--- src/rtl/fb_write_arbiter.sv ---
// Framebuffer write arbiter: round-robin between plotter and cursor, plus a full-frame clear sweep.
// Optional macro FB_ARB_DROP_CNT_EN adds o_drop_count, a saturating count of out-of-range drops.
module fb_write_arbiter #(
  parameter int         X_MAX       = 639,
  parameter int         Y_MAX       = 479,
  parameter logic [2:0] CLEAR_COLOR = 3'b000
) (
  input  logic        i_clk,
  input  logic        i_rst_n,
  input  logic        i_clear_req,
  output logic        o_clear_busy,
  input  logic        i_p_valid,
  output logic        o_p_ready,
  input  logic [9:0]  i_p_x,
  input  logic [8:0]  i_p_y,
  input  logic [2:0]  i_p_color,
  input  logic        i_c_valid,
  output logic        o_c_ready,
  input  logic [9:0]  i_c_x,
  input  logic [8:0]  i_c_y,
  input  logic [2:0]  i_c_color,
  output logic        o_we,
  output logic [18:0] o_addr,
  output logic [2:0]  o_data
`ifdef FB_ARB_DROP_CNT_EN
  ,
  output logic [15:0] o_drop_count
`endif
);

  localparam logic [9:0] X_LAST = X_MAX[9:0];
  localparam logic [8:0] Y_LAST = Y_MAX[8:0];

  typedef enum logic {ARB, CLEAR} state_t;

  state_t      state_q, state_d;
  logic        rr_ptr_q, rr_ptr_d;   // 0: plotter wins a tie, 1: cursor wins
  logic [9:0]  cx_q, cx_d;
  logic [8:0]  cy_q, cy_d;
  logic        busy_d;
  logic        we_d;
  logic [18:0] addr_d;
  logic [2:0]  data_d;

  function automatic logic in_range(input logic [9:0] x, input logic [8:0] y);
    return (x <= X_LAST) && (y <= Y_LAST);
  endfunction

  always_comb begin
    state_d   = state_q;
    rr_ptr_d  = rr_ptr_q;
    cx_d      = cx_q;
    cy_d      = cy_q;
    busy_d    = o_clear_busy;
    we_d      = 1'b0;
    addr_d    = o_addr;
    data_d    = o_data;
    o_p_ready = 1'b0;
    o_c_ready = 1'b0;
    case (state_q)
      ARB: begin
        if (!i_rst_n) begin
          state_d = ARB;
        end else if (i_clear_req) begin
          state_d = CLEAR;
          busy_d  = 1'b1;
        end else begin
          o_p_ready = i_p_valid && (!i_c_valid || !rr_ptr_q);
          o_c_ready = i_c_valid && (!i_p_valid ||  rr_ptr_q);
          // Out-of-range pixels are still handshaken so the source never stalls.
          if (o_p_ready) begin
            rr_ptr_d = 1'b1;
            if (in_range(i_p_x, i_p_y)) begin
              we_d   = 1'b1;
              addr_d = {i_p_x, i_p_y};
              data_d = i_p_color;
            end
          end else if (o_c_ready) begin
            rr_ptr_d = 1'b0;
            if (in_range(i_c_x, i_c_y)) begin
              we_d   = 1'b1;
              addr_d = {i_c_x, i_c_y};
              data_d = i_c_color;
            end
          end
        end
      end
      CLEAR: begin
        we_d   = 1'b1;
        addr_d = {cx_q, cy_q};
        data_d = CLEAR_COLOR;
        if (cy_q == Y_LAST) begin
          cy_d = '0;
          if (cx_q == X_LAST) begin
            cx_d    = '0;
            state_d = ARB;
            busy_d  = 1'b0;
          end else begin
            cx_d = cx_q + 10'd1;
          end
        end else begin
          cy_d = cy_q + 9'd1;
        end
      end
      default: state_d = ARB;
    endcase
  end

  // Registered write port stage
  always_ff @(posedge i_clk or negedge i_rst_n) begin
    if (!i_rst_n) begin
      state_q      <= ARB;
      rr_ptr_q     <= 1'b0;
      cx_q         <= '0;
      cy_q         <= '0;
      o_clear_busy <= 1'b0;
      o_we         <= 1'b0;
      o_addr       <= '0;
      o_data       <= '0;
    end else begin
      state_q      <= state_d;
      rr_ptr_q     <= rr_ptr_d;
      cx_q         <= cx_d;
      cy_q         <= cy_d;
      o_clear_busy <= busy_d;
      o_we         <= we_d;
      o_addr       <= addr_d;
      o_data       <= data_d;
    end
  end

`ifdef FB_ARB_DROP_CNT_EN
  logic drop_evt;
  assign drop_evt = (o_p_ready || o_c_ready) && !we_d;

  always_ff @(posedge i_clk or negedge i_rst_n) begin
    if (!i_rst_n) begin
      o_drop_count <= '0;
    end else if (drop_evt && (o_drop_count != 16'hFFFF)) begin
      o_drop_count <= o_drop_count + 16'd1;
    end
  end
`endif

endmodule

--- config.mk ---
export PLATFORM = sky130hd
export DESIGN_NAME = fb_write_arbiter
export DESIGN_NICKNAME = d
export VERILOG_FILES = /design/src/rtl/fb_write_arbiter.sv
export SDC_FILE = /design/constraint.sdc
export NUM_CORES = 1
export LEC_CHECK = 0
export CAP_MARGIN = 20
export CORE_ASPECT_RATIO = 0.6
export CORE_MARGIN = 3
export CORE_UTILIZATION = 30
export DETAILED_ROUTE_END_ITERATION = 10
export GPL_TIMING_DRIVEN = 0
export PLACE_DENSITY = 0.59
export SLEW_MARGIN = 20
export SYNTH_ARGS = -nofsm -noshare
export SYNTH_HDL_FRONTEND = slang
export SYNTH_SLANG_ARGS = --single-unit
export TNS_END_PERCENT = 10
--- constraint.sdc ---
create_clock -name i_clk -period 6.35 [get_ports i_clk]
set_input_delay 0.9525 -clock i_clk [delete_from_list [all_inputs] [get_ports i_clk]]
set_output_delay 0.9525 -clock i_clk [all_outputs]
set_load 0.1 [all_outputs]
Word-level counts from Yosys, hierarchy flattened
Cells that the tools add are included.
- reduce and logical (&&, ||, !) cells: 14
- $lt $le $gt $ge: 4
- equal/unequal tests: 10
- muxes and demuxes: 41
- add/sub/neg operators: 2
- bitwise gates (word level): 2
- operators with widths (cell ; number):
    19-bit two-way mux ; 6
    19-bit one-hot mux with 2 select lines ; 1
    1-bit two-way mux ; 22
    10-bit <= comparator, second input constant ; 2
    9-bit <= comparator, second input constant ; 2
    3-bit two-way mux ; 6
    10-bit by 1-bit adder with 10-bit output, second input constant ; 1
    10-bit == test, second input constant ; 1
    10-bit two-way mux ; 1
    9-bit by 1-bit adder with 9-bit output, second input constant ; 1
    9-bit == test, second input constant ; 1
    9-bit two-way mux ; 1
    3-bit != test, second input constant ; 3
    4-bit AND reduction ; 2
    2-bit != test, second input constant ; 3
    1-bit one-hot mux with 2 select lines ; 3
    3-bit one-hot mux with 2 select lines ; 1
    5-bit AND reduction ; 1
    1-bit logical AND ; 4
    2-bit by 1-bit != test with 1-bit output, second input constant ; 2
    1-bit logical NOT ; 3
    1-bit logical OR ; 2
    1-bit inverter ; 2
    2-bit AND reduction ; 1
    2-bit nonzero test ; 1
- register bits: 45
- output and inout bits: 26
- input port bits: 49
- word-level logic and storage cells: 81

Longest topological paths before layout
- depth after elaboration: 8
- gate-level depth with buffers: 6
- mapped depth without buffers: 5

Least setup slack after synthesis
Ideal clock, no wire load.
- path kind: input -> output
- from: in i_p_valid
- to: out o_p_ready
- setup slack: 2.167 ns
- buffers on the path: 0
- arrival: 3.230 ns
- cell stages on the path: 2
- cell sequence: a21bo_2 > nor3_1
- cells in the longest elaborated chain, start to end: 4
- RTL lines (item ; RTL line ; RTL):
    start, declared ; 12 ; input logic i_p_valid,
    1-bit logical AND ; 68 ; o_p_ready = i_p_valid && (!i_c_valid || !rr_ptr_q);
    1-bit two-way mux ; 64 ; end else if (i_clear_req) begin
    1-bit two-way mux ; 62 ; if (!i_rst_n) begin
    1-bit two-way mux ; 60 ; case (state_q)
    end, declared ; 13 ; output logic o_p_ready,
No other way between the ends.

Final worst setup path
- from: in i_rst_n
- to: out o_c_ready
- cells in the longest elaborated chain, start to end: 2
- RTL lines (item ; RTL line ; RTL):
    start, declared ; 9 ; input logic i_rst_n,
    1-bit two-way mux ; 62 ;
    1-bit two-way mux ; 60 ;
    end, declared ; 18 ; output logic o_c_ready,
No other way between the ends.

==> reports/summary.txt <==
Met2 Track Usage GR: 0.230
Flops & latches, synth: 45
FP Rows: 25
Design Power: 0.616 mW
Post-CTS Setup Bufs: 0
Nets: 410
Routed vias/inst: 5.30
Post-route minimum period: 4.25 ns
Leakage power: 1.37 nW
CP max stage delay: 1.17 ns
Syn nets: 328
DP HPWL: 6260 um
Hold WS: 0.515 ns
GPL Wtd Cong: 0.864
WP data arrival: 3.30 ns
GRT met3 Usage: 0.0381
Power Density: 168 nW/um2
Synth-to-layout area growth: 39.4%
Initial antenna violation count: 0
Hold WC Path Type: register to register
CTS Buffer Depth: 2
Commonest non-fill, non-tap cell in the layout: clkdlybuf4s50_1
Largest cells by area after synthesis: dfrtp_1, mux2_2, o2111ai_1
Die footprint: 9950 um2
Die X: 127 um
Netlist cell types: 45
Avg WL per Cell: 17.0 um
Number of port buffers: 74
Kind of start point of the critical path: input pin
Slowest stage cell, crit path: clkdlybuf4s50_1
Clock transition at path regs: 0.06 ns
H-tree depth: 2
Total track usage: 0.161
Worst EP required: 5.40 ns
Crit path capture type: output port
Busiest grt layer: met1
DRC errors left: 0
Sink Count: 45
Crit-path cells: buf_2 -> nand2b_1 -> nor2_1 -> nand2_1 -> a21oi_1 -> clkdlybuf4s50_1
Placeable Area: 8200 um2
Synth warn: 0
Vias in the first global route: 2,473
Fin crit share: 0.670
Multi-input gate area: 1340 um2
Met1 GRT Util: 0.246
Worst slew pin tran: 0.992 ns
Total CTS buffers: 5
Ratio of cells with drive above 1 in the final layout: 0.117
Chip Height: 78.5 um
Reg area: 1130 um2
Ys async rst share: 1.00
Initial core utilization: 0.321
Clk root buf: clkbuf_16
Detailed-router iteration count before antenna repair: 4
Ant diodes: 0
Fillers: 771
Setup Crit Path Kind: input pin to output port
Synth Area per Inst: 9.49 um2
Outcome: finished clean
Grt ovf: 0
CTS tree: yes
Seq/Total Area, Yosys: 0.429
# IOs: 75
Final setup viols: 0
Cts-stage hold buffer count: 0
Max Fclk: 0.235 GHz
Unrepaired setup endpoints after global routing: false
Number of gates resized after CTS: 0
Largest net degree at the start of global routing: 26
Number of synthesized flops with an enable pin: 0
Rel. slew slack: 0.336
Via count: 2,481
Final wirelength: 7940 um
Top cell type's share of synthesized area: 0.429
Final-report hold violation count: 0
Most frequent cells in the layout: clkdlybuf4s50_1, dfrtp_1, nand2_1
1st-iter DRT viols: 206
Worst-path fanout max: 23
Clock skew: 0.00407 ns
Fin. max-slew vios: 0
Worst vdd ir: 0.0000893 V
Dominant synthesized flop cell: dfrtp_1
Cell taking the most area after synthesis: dfrtp_1
Post-Syn Area: 2630 um2
Max-Cap Viols: 0
First-pass GRT wire length: 13,000 um
Worst skew pair latency: 0.29 ns
Antenna viol nets, final: 0
Setup TNS: 0 ns
Syn Inst Count: 277
[flip-flops by register name, indices dropped and copies added, names as in the netlist]
| name | count |
|---|---|
| o_addr | 19 |
| cx_q | 10 |
| cy_q | 9 |
| o_data | 3 |
| o_clear_busy | 1 |
| o_we | 1 |
| rr_ptr_q | 1 |
| state_q | 1 |
[worst paths after layout]
| kind | end | cells after the start | slack [ns] | start |
|---|---|---|---|---|
| setup reg to reg | cx_q[7] | 6 | 3.96 | cy_q[0] |
| max in group asynchronous | cy_q[3] | 2 | 5.18 | i_rst_n |
| hold / removal | cy_q[8] | 2 | 0.51 | cy_q[8] |
| hold reg to reg | cy_q[8] | 2 | 0.51 | cy_q[8] |
| min in group asynchronous | o_addr[13] | 1 | 0.64 | i_rst_n |
| setup / recovery | o_c_ready | 6 | 2.10 | i_rst_n |
[final cells by class]
cell class / instances / share of cell area
flip-flops and latches: 45 / 0.307
well taps: 108 / 0.0369
clock buffers: 6 / 0.0352
inverters: 21 / 0.0215
clock inverters: 2 / 0.00273
plain buffers: 20 / 0.0236
multi-input cells: 191 / 0.366
repair buffers: 75 / 0.206
[metal layers]
layer / share of wire / routed length (um)
met5: 0 / 0
met4: 0.0019 / 15
met3: 0.094 / 743
met2: 0.39 / 3100
met1: 0.51 / 4080
[worst max-delay path, delay by kind of cell]
kind,cells,cell delay (ns)
buf+inv,2,1.61
simple gates,3,0.56
compound gates,1,0.18
[power by group]
part	internal (mW)	switching [mW]
Combinational	0.0415	0.0340
Sequential	0.287	0.000282
Clock	0.145	0.108
Total	0.473	0.142
[cell families (layout without fill, tap and decap cells)]
family | count (synthesis) | after routing | share of synthesized area
AO/OA/AOI/OAI | 73 | 73 | 0.218
XOR/XNOR | 6 | 6 | 0.0200
adder cells (fa/ha/maj) | 2 | 2 | 0.00952
buffers and inverters | 41 | 124 | 0.0629
flip-flops | 45 | 45 | 0.429
multiplexers | 21 | 21 | 0.0900
AND/OR/NAND/NOR | 89 | 89 | 0.171
[cell usage after synthesis (4+ instances only)]
cell	n
nor4_1	4
nor3_1	8
o311ai_0	15
clkbuf_1	16
xnor2_1	5
a21oi_1	6
o21ai_0	7
nor2_1	9
mux2_2	21
o221ai_1	5
dfrtp_1	45
nand2_1	41
o2111ai_1	19
nand4_1	5
nand2b_1	4
inv_1	21
nand3_1	5
[metrics by stage]
stage	cell area (um2)	instances	setup WS, ns	utilization
after floorplan	2630	277	2.17	-
after global placement	3500	459	0.283	0.427
after detailed placement	3520	460	2.11	0.430
after CTS	3660	468	2.10	0.447
after global routing	3660	468	1.85	0.447
final	3660	468	2.10	0.447
No activity file was read; power rests on OpenSTA's default activity.
